$ cat config.mk
export PLATFORM = sky130hd
export DESIGN_NAME = uart_rx_frame
export DESIGN_NICKNAME = d
export VERILOG_FILES = /design/src/rtl/uart_rx_frame_pkg.sv /design/src/rtl/uart_rx_sampler.sv /design/src/rtl/uart_rx_frame.sv
export SDC_FILE = /design/constraint.sdc
export NUM_CORES = 1
export LEC_CHECK = 0
export BUFFER_PORTS_ARGS = -buffer_cell sky130_fd_sc_hd__buf_2
export CAP_MARGIN = 20
export CORE_ASPECT_RATIO = 1.25
export CORE_MARGIN = 1
export CORE_UTILIZATION = 50
export CTS_CLUSTER_DIAMETER = 120
export CTS_CLUSTER_SIZE = 10
export DETAILED_ROUTE_END_ITERATION = 10
export PLACE_DENSITY = 0.7
export SETUP_SLACK_MARGIN = 0.5
export SYNTH_ARGS = -nofsm -noshare
export SYNTH_HDL_FRONTEND = slang
export SYNTH_SLANG_ARGS = --single-unit
$ cat constraint.sdc
create_clock -name CLK -period 2.3 [get_ports CLK]
set_input_delay 0.46 -clock CLK [delete_from_list [all_inputs] [get_ports CLK]]
set_output_delay 0.46 -clock CLK [all_outputs]
set_load 0.02 [all_outputs]
$ cat src/rtl/uart_rx_frame_pkg.sv
// ============================================================================
// Module      : uart_rx_frame_pkg
// Description : Shared types and constants for the UART receive frame path.
// Revision    : 1.0 - initial release
// ============================================================================
`default_nettype none

package uart_rx_frame_pkg;

    typedef enum logic [2:0] {
        ST_IDLE   = 3'd0,
        ST_START  = 3'd1,
        ST_DATA   = 3'd2,
        ST_PARITY = 3'd3,
        ST_STOP   = 3'd4,
        ST_DONE   = 3'd5
    } rx_state_t;

    localparam int PRESCALE_8  = 8;
    localparam int PRESCALE_16 = 16;
    localparam int PRESCALE_32 = 32;

    // Parity-type encoding shared with the transmitter
    localparam logic PAR_TYP_ODD  = 1'b0;
    localparam logic PAR_TYP_EVEN = 1'b1;

    function automatic logic expected_parity(input logic data_xor, input logic par_typ);
        return (par_typ == PAR_TYP_EVEN) ? data_xor : ~data_xor;
    endfunction

endpackage

`default_nettype wire

$ cat src/rtl/uart_rx_sampler.sv
// ============================================================================
// Module      : uart_rx_sampler
// Description : Per-bit edge counter with three-sample majority vote.
// Revision    : 1.0 - initial release
// ============================================================================
`default_nettype none

module uart_rx_sampler #(
    parameter int PRESCALE_W = 6
) (
    input  logic                  clk,
    input  logic                  rst_n,
    input  logic                  i_rx,
    input  logic                  i_clear,
    input  logic [PRESCALE_W-1:0] i_prescale,
    output logic                  o_bit_done,
    output logic                  o_vote_strobe,
    output logic                  o_vote_bit
);

    logic [PRESCALE_W-1:0] r_edge_cnt;
    logic [2:0]            r_samples;

    logic [PRESCALE_W-1:0] w_half;
    logic [PRESCALE_W-1:0] w_last;
    logic [PRESCALE_W-1:0] w_s0_pos;
    logic [PRESCALE_W-1:0] w_s2_pos;
    logic [PRESCALE_W-1:0] w_vote_pos;

    assign w_half     = i_prescale >> 1;
    assign w_last     = i_prescale - PRESCALE_W'(1);
    assign w_s0_pos   = w_half - PRESCALE_W'(1);
    assign w_s2_pos   = w_half + PRESCALE_W'(1);
    assign w_vote_pos = w_half + PRESCALE_W'(2);

    always_ff @(posedge clk or negedge rst_n) begin
        if (!rst_n) begin
            r_edge_cnt <= '0;
            r_samples  <= '0;
        end else if (i_clear) begin
            r_edge_cnt <= '0;
        end else begin
            r_edge_cnt <= (r_edge_cnt == w_last) ? '0 : r_edge_cnt + PRESCALE_W'(1);
            if (r_edge_cnt == w_s0_pos) r_samples[0] <= i_rx;
            if (r_edge_cnt == w_half)   r_samples[1] <= i_rx;
            if (r_edge_cnt == w_s2_pos) r_samples[2] <= i_rx;
        end
    end

    // All three samples are already registered when the vote position is reached
    assign o_bit_done    = !i_clear && (r_edge_cnt == w_last);
    assign o_vote_strobe = !i_clear && (r_edge_cnt == w_vote_pos);
    assign o_vote_bit    = (r_samples[0] & r_samples[1]) |
                           (r_samples[0] & r_samples[2]) |
                           (r_samples[1] & r_samples[2]);

endmodule

`default_nettype wire

$ cat src/rtl/uart_rx_frame.sv
// ============================================================================
// Module      : uart_rx_frame
// Description : UART frame receiver with optional parity and error flags.
// Revision    : 1.0 - initial release
// ============================================================================
`default_nettype none

module uart_rx_frame #(
    parameter int DATA_WIDTH = 8,
    parameter int PRESCALE_W = 6
) (
    input  logic                  CLK,
    input  logic                  RST,
    input  logic                  RX_IN,
    input  logic                  PAR_EN,
    input  logic                  PAR_TYP,
    input  logic [PRESCALE_W-1:0] Prescale,
    output logic [DATA_WIDTH-1:0] P_DATA,
    output logic                  data_valid,
    output logic                  par_err,
    output logic                  stp_err
);

    import uart_rx_frame_pkg::*;

    localparam int                    c_BIT_CNT_W = $clog2(DATA_WIDTH + 1);
    localparam logic [c_BIT_CNT_W-1:0] c_LAST_BIT = c_BIT_CNT_W'(DATA_WIDTH - 1);
    localparam logic [PRESCALE_W-1:0]  c_PS8      = PRESCALE_W'(PRESCALE_8);
    localparam logic [PRESCALE_W-1:0]  c_PS16     = PRESCALE_W'(PRESCALE_16);
    localparam logic [PRESCALE_W-1:0]  c_PS32     = PRESCALE_W'(PRESCALE_32);

    rx_state_t r_state;
    rx_state_t w_state_next;

    logic [PRESCALE_W-1:0]  r_prescale;
    logic                   r_par_en;
    logic                   r_par_typ;
    logic [DATA_WIDTH-1:0]  r_data;
    logic [c_BIT_CNT_W-1:0] r_bit_cnt;
    logic                   r_valid;
    logic                   r_par_err;
    logic                   r_stp_err;

    logic                   w_prescale_legal;
    logic                   w_clear;
    logic                   w_bit_done;
    logic                   w_vote_strobe;
    logic                   w_vote_bit;
    logic                   w_enter_start;

    assign w_prescale_legal = (Prescale == c_PS8) || (Prescale == c_PS16) || (Prescale == c_PS32);
    assign w_clear          = (r_state == ST_IDLE) || (r_state == ST_DONE);
    assign w_enter_start    = (w_state_next == ST_START) && (r_state != ST_START);

    uart_rx_sampler #(
        .PRESCALE_W (PRESCALE_W)
    ) u_sampler (
        .clk           (CLK),
        .rst_n         (RST),
        .i_rx          (RX_IN),
        .i_clear       (w_clear),
        .i_prescale    (r_prescale),
        .o_bit_done    (w_bit_done),
        .o_vote_strobe (w_vote_strobe),
        .o_vote_bit    (w_vote_bit)
    );

    always_ff @(posedge CLK or negedge RST) begin
        if (!RST) begin
            r_state <= ST_IDLE;
        end else begin
            r_state <= w_state_next;
        end
    end

    always_comb begin
        w_state_next = r_state;
        case (r_state)
            ST_IDLE: begin
                if (!RX_IN) w_state_next = ST_START;
            end
            ST_START: begin
                if (w_vote_strobe && w_vote_bit) w_state_next = ST_IDLE;
                else if (w_bit_done)             w_state_next = ST_DATA;
            end
            ST_DATA: begin
                if (w_bit_done && (r_bit_cnt == c_LAST_BIT))
                    w_state_next = r_par_en ? ST_PARITY : ST_STOP;
            end
            ST_PARITY: begin
                if (w_bit_done) w_state_next = ST_STOP;
            end
            // Leave at the stop-bit vote so a following start edge is not missed
            ST_STOP: begin
                if (w_vote_strobe) w_state_next = ST_DONE;
            end
            ST_DONE: begin
                w_state_next = RX_IN ? ST_IDLE : ST_START;
            end
            default: w_state_next = ST_IDLE;
        endcase
    end

    always_ff @(posedge CLK or negedge RST) begin
        if (!RST) begin
            r_prescale <= c_PS8;
            r_par_en   <= 1'b0;
            r_par_typ  <= PAR_TYP_ODD;
            r_data     <= '0;
            r_bit_cnt  <= '0;
            r_valid    <= 1'b0;
            r_par_err  <= 1'b0;
            r_stp_err  <= 1'b0;
        end else begin
            r_valid <= 1'b0;

            if (r_state == ST_IDLE) begin
                r_prescale <= w_prescale_legal ? Prescale : c_PS8;
                r_par_en   <= PAR_EN;
                r_par_typ  <= PAR_TYP;
            end

            if (w_enter_start) begin
                r_par_err <= 1'b0;
                r_stp_err <= 1'b0;
            end

            if (r_state == ST_DATA) begin
                if (w_bit_done) r_bit_cnt <= r_bit_cnt + c_BIT_CNT_W'(1);
            end else begin
                r_bit_cnt <= '0;
            end

            if (w_vote_strobe) begin
                case (r_state)
                    ST_DATA:   r_data    <= {w_vote_bit, r_data[DATA_WIDTH-1:1]};
                    ST_PARITY: r_par_err <= (w_vote_bit != expected_parity(^r_data, r_par_typ));
                    ST_STOP: begin
                        r_stp_err <= ~w_vote_bit;
                        r_valid   <= w_vote_bit & ~r_par_err;
                    end
                    default: ;
                endcase
            end
        end
    end

    assign P_DATA     = r_data;
    assign data_valid = r_valid;
    assign par_err    = r_par_err;
    assign stp_err    = r_stp_err;

endmodule

`default_nettype wire

== Word level (Yosys, flattened, before mapping) ==
Index checks and enable logic that the tools add are counted.

* Memories kept: 0
* Word-level logic and storage cells: 85
* Output and inout port bits: 11
* Latch bits: 0
* Bits in read-only memories: 0
* Bits of input ports: 11
* Register bits after elaboration: 35
* Memory bits (writable): 0

* Reduce and logical (&&, ||, !) cells: 15
* Div/mod/pow operators: 0
* Multiplexer cells: 23
* Multiply operators: 0
* Bitwise logic cells: 10
* Add/sub/neg operators: 6
* Order comparisons: 0
* Shift-type cells: 0
* Equality and inequality tests: 18

{| class="wikitable"
|+ Operator list
! operator !! number
|-
| 6-bit equality test || 4
|-
| 3-bit 2-to-1 mux || 7
|-
| 6-bit 2-to-1 mux || 3
|-
| 3-bit case mux with 6 select lines || 1
|-
| 1-bit 2-to-1 mux || 10
|-
| 4-bit 2-to-1 mux || 2
|-
| 2-bit AND reduction || 4
|-
| 8-bit XOR reduction || 1
|-
| 5-bit by 1-bit adder with 6-bit output (second input constant) || 1
|-
| 5-bit by 2-bit adder with 6-bit output (second input constant) || 1
|-
| 6-bit by 1-bit adder with 6-bit output (second input constant) || 1
|-
| 3-bit by 1-bit equality test with 1-bit output (second input constant) || 2
|-
| 3-bit by 2-bit equality test with 1-bit output (second input constant) || 2
|-
| 3-bit equality test (second input constant) || 2
|-
| 6-bit by 4-bit equality test with 1-bit output (second input constant) || 1
|-
| 6-bit by 5-bit equality test with 1-bit output || 1
|-
| 6-bit by 5-bit equality test with 1-bit output (second input constant) || 1
|-
| 6-bit equality test (second input constant) || 1
|-
| 5-bit by 1-bit subtractor with 6-bit output (second input constant) || 1
|-
| 6-bit by 1-bit subtractor with 6-bit output (second input constant) || 1
|-
| 1-bit logical AND || 5
|-
| 4-bit by 1-bit adder with 4-bit output (second input constant) || 1
|-
| 1-bit bitwise AND || 4
|-
| 4-bit by 3-bit equality test with 1-bit output (second input constant) || 1
|-
| other kinds (8) || 14
|}

== Longest topological paths before layout ==
Gate-level depths: netlist of run 1.

* Depth after elaboration: 12
* Gate-level depth with buffers: 11
* Gate-level depth less buffers: 8

== Modules after synthesis ==
From an unflattened synthesis of run 1, not the netlist that was laid out.

* Cells, all modules: 237
* Area total of the unflattened synthesis: 2,376.0 um^2

{| class="wikitable"
|+ By module, submodules not included
! module !! seq. area each (um^2) !! times used !! area each (um^2) !! cells an instance
|-
| uart_rx_frame || 651.9 || 1 || 1,291.2 || 111
|-
| uart_rx_sampler || 225.2 || 1 || 1,084.8 || 126
|}

== Least setup slack after synthesis of run 1 ==
Ideal clock, no wire load.

* Path type: flip-flop to flip-flop
* Start: register r_prescale[2]
* End: register r_state[0]
* Data required time: 2,161 ps
* Clock period less this slack: 2,303 ps
* Arrival: 2,164 ps
* Cell stages (with the launch flop): 10
* Library setup time: 139 ps
* Path slack: -3 ps
* Path buffers: 1
* Path through: dfrtp_1 -> inv_1 -> ha_1 -> a21boi_0 -> xnor2_1 -> nand3_1 -> and4bb_1 -> buf_6 -> a311oi_1 -> or4_1

* Word-level cells in the longest chain between the ends: 6
* Elaborated cells on any way between the ends: 14
* Classes of those cells: add/sub (2); eq/ne (2); mux (6); reduce/logical (4)

{| class="wikitable"
|+ RTL lines
! what !! line !! source
|-
| start, declared || uart_rx_frame.sv:35 || <nowiki>logic [PRESCALE_W-1:0] r_prescale;</nowiki>
|-
| start signal, assigned || uart_rx_frame.sv:106 || <nowiki>r_prescale <= c_PS8;</nowiki>
|-
| start signal, assigned || uart_rx_frame.sv:118 || <nowiki>r_prescale <= w_prescale_legal ? Prescale : c_PS8;</nowiki>
|-
| 6-bit by 1-bit subtractor with 6-bit output / 5-bit by 2-bit adder with 6-bit output (equally long branches) || uart_rx_sampler.sv:31, uart_rx_sampler.sv:34 ||
|-
| 6-bit equality test, on equally long branches || uart_rx_sampler.sv:51, uart_rx_sampler.sv:52 ||
|-
| 1-bit logical AND, on equally long branches || uart_rx_sampler.sv:51, uart_rx_sampler.sv:52 ||
|-
| 3-bit 2-to-1 mux (tied with other cells) || uart_rx_frame.sv:84 || <nowiki>else if (w_bit_done) w_state_next = ST_DATA;</nowiki>
|-
| 3-bit 2-to-1 mux, on equally long branches || uart_rx_frame.sv:83, uart_rx_frame.sv:87 ||
|-
| 3-bit case mux with 6 select lines (*) || uart_rx_frame.sv:78 || <nowiki>case (r_state)</nowiki>
|-
| net w_state_next[0] || uart_rx_frame.sv:33 || <nowiki>rx_state_t w_state_next;</nowiki>
|-
| end signal, assigned || uart_rx_frame.sv:72 || <nowiki>r_state <= w_state_next;</nowiki>
|-
| end, declared || uart_rx_frame.sv:32 || <nowiki>rx_state_t r_state;</nowiki>
|}

Mark *: on every way through the listed nets, which the timed path passes. The rest lies on a longest branch.
A chain may end at the register's enable or synchronous reset.

== Worst setup path after layout of run 1 ==
* Start: register r_prescale[3]
* End: register r_state[0]

The elaborated chain is that of the path after synthesis.

==> parameters.txt, run 1 <==
Parameter                              Value

Setup path
  Slack of the worst reg-to-reg path    0.07 ns
  Kind of end point of the critical path    flop
  Maximum fanout encountered on the critical timing path    6
  Worst Path Class, Setup    flop to flop
  Endpoint required time on the critical path    2.46 ns
  FF-to-FF path depth    6
  Crit path DAT    2.39 ns
  CP Launch Type    flop
  Capture point of the worst reg-to-reg path    r_state[0]
  Reg2Reg Launch Point    r_prescale[3]

Timing
  Final Hold Fails    0
  Fmax    0.449 GHz
  Slew of the pin with the lowest slew margin    0.781 ns
  Fin Hold WS    0.243 ns
  Endpoints failing setup    0
  Unrepaired setup endpoints after global routing    yes
  Post-layout worst setup margin    0.0726 ns
  Final Skew    0.00648 ns
  Time the final worst path needs with I/O delays and setup    2.23 ns
  Count of pins over their slew limit    0
  Final worst-path cycle share    96.8%
  Worst slew margin    48.0%

Placed design
  I/O Buffers    21
  Area of placed instances    2480 µm²
  Placed wire-length estimate    3340 µm
  GPL Wtd Cong    0.833
  Setup Slack @ Placement    0.00661 ns

Layout
  Final Instance Area    2800 µm²
  Area Overhead vs Synth    25.5%
  Nets    284
  Ratio of cells with drive above 1 in the final layout    38.5%
  Number of antenna cells inserted    0
  Final core utilization    67.1%

Power
  Switching pwr    968 µW
  PnR Total Power    2.60 mW
  Static leakage power    1.29 nW
  Switching power share of the total    37.2%
  Power share of the sequential group    34.6%
  Share of power burned in the clock network    22.3%
  IR drop worst, VDD    0.521 mV
  Cell internal pwr    1.64 mW
  Relative contribution of combinational cells to total power    43.1%
  Power density normalized to cell area    931 nW/µm²

Synth
  Most area-hungry cell type in the Yosys netlist    dfrtp_1
  Mapped Nets    245
  Avg Cell Area, Syn    9.90 µm²
  Dominant synthesized flop cell    dfrtp_1
  Post-synth ARST share    100%
  Count of flip-flops with a built-in enable after synthesis    0
  Synth top area cells    dfrtp_1 38%, xnor2_1 9.0%, mux2_2 7.1%, xor2_1 5.1%, ha_1 5.1%
  Number of instances in the synthesized netlist    225
  Combined area of all synthesized cells    2230 µm²
  Distinct cell type count after synthesis    48
  Top-area cell type share of the netlist area    38.2%
  Post-synthesis sequential area ratio    39.4%
  Warning count from the yosys run    0
  Number of storage elements in the synthesis netlist    35

Clocking
  Insertion delay to the later sink of the worst-skew pair    0.29 ns
  H-tree depth    2
  CTS Sinks    35
  Clock tree root buffer cell    clkbuf_8
  Reg clk slew, reported paths    0.08 ns
  Maximum root-to-sink buffer count    2
  TritonCTS buffer count    5
  Clock tree from TritonCTS    built

Floorplan
  Die Wd    61.7 µm
  Die height    76.6 µm
  Overall die area    4730 µm²
  Number of primary I/O pins    22
  Area of the core    4160 µm²
  Std-Cell Rows    26
  Initial Util    53.5%

Route
  Iteration count of the initial detailed-routing pass    5
  1st-iter DRT viols    61
  Wire length per cell    14.6 µm
  DRC violation count after routing    0
  Total detailed-routing wirelength    4680 µm
  Vias per std cell    5.36
  Number of nets with antenna violations after routing    0
  Overall via count from detail_route    1719

Global routing
  Total congestion overflow    0
  Via count of the first global-routing pass    1753
  Pin count of the biggest net entering global routing    36
  Antenna violations before repair    0
  Global-route usage over all layers    23.3%
  First-pass GRT wire length    8100 µm

Flow run
  Number of max-cap violations    0

Run status
  Run status    finished clean

Worst hold path
  Worst Hold Class    input pin to async pin
layer usage:
metal / wire length [µm] / share of wire [%] / GRT usage, %
met1: 2040 / 44 / 29.1
met2: 2410 / 51 / 37.7
met3: 100 / 2.1 / 4.41
met4: 135 / 2.9 / 10.7
met5: 0 / 0 / 0
power by group through the flow:
stage	registers, mW	clock network (mW)	logic, mW
final	0.900	0.582	1.12
after global routing	0.918	0.615	1.23
after CTS	0.897	0.593	1.05
after detailed placement	0.906	0	0.953
after global placement	0.906	0	0.946
after floorplan	0.852	0	0.812
cell type report:
type,instances,area (µm²)
clock buffer,6,82.6
sequential,35,878
tap,56,70.1
inverter,11,48.8
fill,359,1370
timing repair buffer,44,285
clock inverter,2,35.0
multi-input combinational,167,1400
critical path, stage by stage (launching register included):
cell and delay (ns):
dfstp_2 0.65, xor2_1 0.20, xnor2_1 0.15, nand3_1 0.11, and4bb_4 0.39, a311oi_1 0.06
or4_1 0.53
worst max path at each step:
stage	slack, ns	cells after the start	end	startpoint
floorplan	0.18	10	r_state[0]	r_prescale[3]
global placement	0.03	7	r_state[0]	r_prescale[3]
finish	0.07	6	r_state[0]	r_prescale[3]
global route	-0.02	7	r_state[0]	r_prescale[3]
CTS	0.10	7	P_DATA[3]	r_prescale[3]
detailed placement	0.007	7	r_state[0]	r_prescale[3]
stage by stage:
step | setup TNS (ns) | std cells
global route | -0.0619 | 321
finish | 0 | 321
CTS | 0 | 320
floorplan | 0 | 225
detailed placement | 0 | 301
global placement | 0 | 301
sequential cells by signal, summed over array words and instances, names as in the netlist:
name and count:
P_DATA 8, r_prescale 6, u_sampler.r_edge_cnt 6, r_bit_cnt 4, r_state 3, u_sampler.r_samples 3, data_valid 1, par_err 1
r_par_en 1, r_par_typ 1, stp_err 1
cell usage after synthesis (2+ instances only):
master	count
dfrtp_1	34
nor2_1	27
xnor2_1	23
mux2_2	14
xor2_1	13
nand3_1	12
inv_1	11
nand2_1	11
ha_1	9
o21ai_0	7
nand2b_1	6
a21oi_1	4
buf_4	4
buf_6	4
nand4_1	4
mux2i_1	3
a211oi_1	2
a21boi_0	2
nor3_1	2
nor4_1	2
o22ai_1	2
or2_2	2
or3_1	2
what timing repair did:
action,CTS,global route
pin swaps,9,9
setup buffers,11,1
endpoints found under the setup margin,26,26
hold endpoints to repair,0,0
hold buffers,0,0
gates cloned,0,0
gates resized for setup,16,10
cell usage in the layout (no fill, tap or decap), drive strengths merged, types with 2 or more instances in the layout:
cell type and instances:
nor4 2, dfrtp 34, or2 2, ha 9
clkbuf 6, xor2 13, xnor2 24, mux2i 3
a21oi 5, o22ai 2, a211o 2, or3 2
nand4 4, a21boi 2, buf 44, nand3 12
nor3 3, nor2 28, inv 11, nand2 11
mux2 14, nand2b 6, o21ai 7, a211oi 2
cells by family (layout without fill, tap and decap cells):
family | after synthesis | after routing | share of synthesized area (%)
simple gates | 76 | 76 | 17.6
xor+xnor | 37 | 37 | 14.9
flops | 35 | 35 | 39.4
compound gates | 27 | 27 | 8.20
buf+inv | 23 | 63 | 6.01
mux | 17 | 17 | 8.43
fa+ha+maj | 10 | 10 | 5.51
No activity file was read; power rests on OpenSTA's default activity.
==> inputs of run 2 (changes only) <==
CORE_ASPECT_RATIO = default   (was 1.25)
==> parameters.txt, run 2 (synthesized netlist as in run 1, its figures left out) <==
Parameter                              Value

Timing
  Slew of the pin with the lowest slew margin    0.437 ns
  Final Hold Fails    0
  Final Skew    0.00847 ns
  Unrepaired setup endpoints after global routing    yes
  Fmax    0.453 GHz
  Count of pins over their slew limit    0
  Worst slew margin    70.9%
  Time the final worst path needs with I/O delays and setup    2.21 ns
  Endpoints failing setup    0
  Accumulated negative setup slack    0 ns
  Final worst-path cycle share    96.0%

Clocking
  CTS Sinks    35
  Reg clk slew, reported paths    0.08 ns
  Maximum root-to-sink buffer count    2
  Clock tree from TritonCTS    built
  H-tree depth    2
  TritonCTS buffer count    5
  Insertion delay to the later sink of the worst-skew pair    0.29 ns
  Number of hold-repair buffers added at the cts stage    0
  Clock tree root buffer cell    clkbuf_8

Global routing
  Global-route usage over all layers    23.1%
  Pin count of the biggest net entering global routing    20
  Antenna violations before repair    0
  First-pass GRT wire length    7730 µm
  Total congestion overflow    0
  Via count of the first global-routing pass    1579

Placed design
  GPL Wtd Cong    0.948
  Total placed cells including tap cells    297
  Placed wire-length estimate    3510 µm
  I/O Buffers    21
  Area of placed instances    2480 µm²

Route
  DRC violation count after routing    0
  Number of nets with antenna violations after routing    0
  Wire length per cell    15.6 µm
  Overall via count from detail_route    1721
  Iteration count of the initial detailed-routing pass    4
  Total detailed-routing wirelength    4980 µm
  Vias per std cell    5.38
  1st-iter DRT viols    101

Setup path
  Maximum fanout encountered on the critical timing path    5
  Reg2Reg Launch Point    r_prescale[3]
  Capture point of the worst reg-to-reg path    r_state[0]
  Crit path DAT    2.37 ns
  Kind of end point of the critical path    flop
  FF-to-FF path depth    8
  Launch point of the critical path    r_prescale[3]
  CP Launch Type    flop
  Worst Path Class, Setup    flop to flop
  Capture point of the critical path    r_state[0]
  Slack of the worst reg-to-reg path    0.09 ns
  Endpoint required time on the critical path    2.46 ns

Floorplan
  Number of primary I/O pins    22
  Initial Util    53.7%
  Overall die area    4730 µm²
  Die Wd    68.7 µm
  Area of the core    4140 µm²
  Std-Cell Rows    23
  Die height    68.7 µm

Layout
  Number of antenna cells inserted    0
  Nets    289
  Commonest non-fill, non-tap cells in the layout    33 x dfrtp_1, 24 x buf_4, 23 x nor2_1, 21 x buf_2, 20 x xnor2_1
  Largest register FFs    8
  Ratio of cells with drive above 1 in the final layout    39.3%
  Final Instance Area    2790 µm²
  Area Overhead vs Synth    25.4%
  Final core utilization    67.4%
  Most frequent standard cell in the layout excluding fill and tap cells    dfrtp_1
  Post-route non-filler standard cell count    320
  Number of filler cells placed in the layout    344

Power
  Static leakage power    1.29 nW
  Relative contribution of combinational cells to total power    45.5%
  Share of power burned in the clock network    17.9%
  Cell internal pwr    1.51 mW
  Power density normalized to cell area    893 nW/µm²
  Switching power share of the total    39.4%
  IR drop worst, VDD    0.738 mV
  Switching pwr    983 µW
  Power share of the sequential group    36.6%

Flow run
  Number of max-cap violations    0

Run status
  Run status    finished clean

Worst hold path
  Worst Hold Class    input pin to async pin
==> run 2: worst min-delay path by stage <==
stage	start	end	cells past startpoint
after floorplan	RST	P_DATA[0]	0
after global placement	RST	r_prescale[1]	1
after detailed placement	RST	r_prescale[1]	1
after CTS	RST	r_prescale[1]	1
after global routing	RST	r_prescale[1]	1
final	RST	r_prescale[1]	1
==> run 2: final cells by class <==
type | count | area, µm² | area share, %
tap | 50 | 62.6 | 2.24
clock buffer | 6 | 72.6 | 2.60
inverter | 11 | 51.3 | 1.84
sequential | 35 | 878 | 31.5
timing repair buffer | 49 | 330 | 11.8
multi-input combinational | 167 | 1390 | 49.6
clock inverter | 2 | 12.5 | 0.448
==> run 2: stage by stage <==
stage                     hold WS [ns]  total power, mW  worst slack (ns)
final                           0.0974             2.49            0.0920
after global routing             0.136             2.65           0.00544
after CTS                        0.121             2.39             0.145
after detailed placement         0.426             1.89           0.00809
after global placement           0.432             1.87            0.0132
after floorplan                  0.164             1.66             0.180
==> run 2: power groups by stage <==
| stage | Combinational [mW] | Sequential [mW] | Clock, mW |
|---|---|---|---|
| finish | 1.13 | 0.913 | 0.446 |
| global route | 1.24 | 0.932 | 0.472 |
| CTS | 1.04 | 0.906 | 0.444 |
| detailed placement | 0.969 | 0.916 | 0 |
| global placement | 0.953 | 0.912 | 0 |
| floorplan | 0.812 | 0.852 | 0 |
==> run 2: worst max-delay path: stages (launching register included) <==
cell and delay (ns):
dfstp_2 0.64, inv_6 0.06, ha_4 0.16, inv_2 0.04, o21ai_2 0.07, xnor2_2 0.14
and4bb_4 0.39, a311oi_1 0.06, or4_1 0.52
==> run 2: metal layers <==
metal | vias up | track usage [%] | wire length [µm]
met5 | - | 0 | 0
met1 | 822 | 34.7 | 2390
met2 | 48 | 33.0 | 2280
li1 | 843 | - | -
met3 | 8 | 4.11 | 235
met4 | 0 | 7.91 | 70
==> run 2: what timing repair did <==
item	CTS	global route
endpoints found under the setup margin	26	26
buffers inserted	8	7
pin swaps	6	12
cloned	0	0
resized for setup	14	14
endpoints found under the hold margin	0	0
==> inputs of run 3 (changes only) <==
PLACE_DENSITY = 0.73   (was 0.7)
==> parameters.txt, run 3 (synthesized netlist as in run 1, its figures left out) <==
Parameter                              Value

Timing
  Time the final worst path needs with I/O delays and setup    2.19 ns
  Post-layout worst setup margin    0.114 ns
  Unrepaired setup endpoints after global routing    yes
  Endpoints failing setup    0
  Final Hold Fails    0
  Accumulated negative setup slack    0 ns
  Fmax    0.457 GHz
  Final worst-path cycle share    95.0%
  Worst slew margin    48.6%
  Count of pins over their slew limit    0
  Final Skew    0.0109 ns
  Slew of the pin with the lowest slew margin    0.770 ns
  Fin Hold WS    0.234 ns

Placed design
  GPL Wtd Cong    0.845
  I/O Buffers    21
  Placed wire-length estimate    3220 µm
  Setup Slack @ Placement    0.00746 ns

Layout
  Number of antenna cells inserted    0
  Area Overhead vs Synth    21.6%
  Ratio of cells with drive above 1 in the final layout    36.7%
  Most frequent standard cell in the layout excluding fill and tap cells    dfrtp_1
  Commonest non-fill, non-tap cells in the layout    33 x dfrtp_1, 24 x nor2_1, 22 x xnor2_1, 21 x buf_2, 17 x buf_4
  Nets    278
  Largest register FFs    8
  Number of filler cells placed in the layout    339

Global routing
  Total congestion overflow    0
  Antenna violations before repair    0
  First-pass GRT wire length    7530 µm
  Pin count of the biggest net entering global routing    36
  Global-route usage over all layers    22.7%
  Via count of the first global-routing pass    1513

Route
  Overall via count from detail_route    1684
  Wire length per cell    15.2 µm
  1st-iter DRT viols    101
  Number of nets with antenna violations after routing    0
  Total detailed-routing wirelength    4700 µm
  Iteration count of the initial detailed-routing pass    4
  DRC violation count after routing    0
  Vias per std cell    5.45

Setup path
  Maximum fanout encountered on the critical timing path    12
  Endpoint required time on the critical path    2.47 ns
  Worst path bufs/invs    0
  Kind of end point of the critical path    flop
  Largest delay share family, worst path    simple AND/OR/NAND/NOR gates
  Crit-path cells    nand2b_1 > a211oi_2 > xnor2_1 > and4bb_4 > and3_4 > or4_1
  Crit path DAT    2.35 ns
  Slowest stage cell, crit path    dfrtp_1
  Slack of the worst reg-to-reg path    0.11 ns
  Worst Path Class, Setup    flop to flop
  CP Launch Type    flop
  Largest incremental delay on the critical path    0.54 ns

Worst hold path
  Worst Hold Class    input pin to async pin

Power
  IR drop worst, VDD    0.503 mV
  Power density normalized to cell area    911 nW/µm²
  Static leakage power    1.23 nW

Floorplan
  Overall die area    4730 µm²
  Die Wd    68.7 µm
  Initial Util    53.7%
  Std-Cell Rows    23
  Area of the core    4140 µm²
  Die height    68.7 µm
  Number of primary I/O pins    22

Clocking
  Insertion delay to the later sink of the worst-skew pair    0.29 ns
  Clock tree from TritonCTS    built
  Maximum root-to-sink buffer count    2
  Reg clk slew, reported paths    0.08 ns
  Clock tree root buffer cell    clkbuf_8
  Number of hold-repair buffers added at the cts stage    0
  CTS Sinks    35
  TritonCTS buffer count    5
  H-tree depth    2

Run status
  Run status    finished clean

Flow run
  Number of max-cap violations    0
[run 3: through the flow]
stage / total power [mW] / instance area, µm² / util [%] / instances
floorplan: 1.66 / 2310 / - / 225
global placement: 1.85 / 2450 / 59.0 / 292
finish: 2.47 / 2710 / 65.4 / 309
CTS: 2.39 / 2660 / 64.2 / 308
detailed placement: 1.86 / 2450 / 59.0 / 292
global route: 2.62 / 2710 / 65.4 / 309
[run 3: layer usage]
metal	GRT usage (%)	share of wire, %
met5	0	0
met3	4.44	4.9
met4	9.18	1.8
met1	34.2	49
met2	31.5	44
[run 3: what timing repair did]
| item | 4_1_cts | 5_1_grt |
|---|---|---|
| endpoints found under the setup margin | 25 | 26 |
| gates resized for setup | 16 | 8 |
| pin swaps | 8 | 5 |
| buffers inserted | 8 | 1 |
[run 3: power by group]
group	internal, mW	leakage [nW]	switching (mW)	total, mW
Clock	0.211	0.0412	0.225	0.436
Combinational	0.531	0.729	0.602	1.13
Sequential	0.739	0.462	0.159	0.898
[run 3: final cells by class]
| class | instances | area (µm²) | area share (%) |
|---|---|---|---|
| clock inverter | 2 | 12.5 | 0.462 |
| tap | 50 | 62.6 | 2.31 |
| multi-input combinational | 167 | 1400 | 51.7 |
| timing repair buffer | 38 | 233 | 8.59 |
| clock buffer | 6 | 72.6 | 2.68 |
| sequential | 35 | 878 | 32.4 |
| inverter | 11 | 48.8 | 1.80 |
[run 3: worst reg2reg max path: stages, from the launching register on]
cell,delay (ns)
dfrtp_1,0.54
nand2b_1,0.25
a211oi_2,0.22
xnor2_1,0.13
and4bb_4,0.25
and3_4,0.16
or4_1,0.50
[run 3: path summary, 6_finish.rpt]
check                      depth (start not counted)                   start                      to
max                                                6           r_prescale[4]              r_state[0]
min                                                1                     RST           r_prescale[4]
max reg2reg                                        6           r_prescale[4]              r_state[0]
min reg2reg                                        1  u_sampler.r_samples[1]  u_sampler.r_samples[1]
max in group asynchronous                          1                     RST           r_prescale[2]
min in group CLK                                   2                  PAR_EN                r_par_en
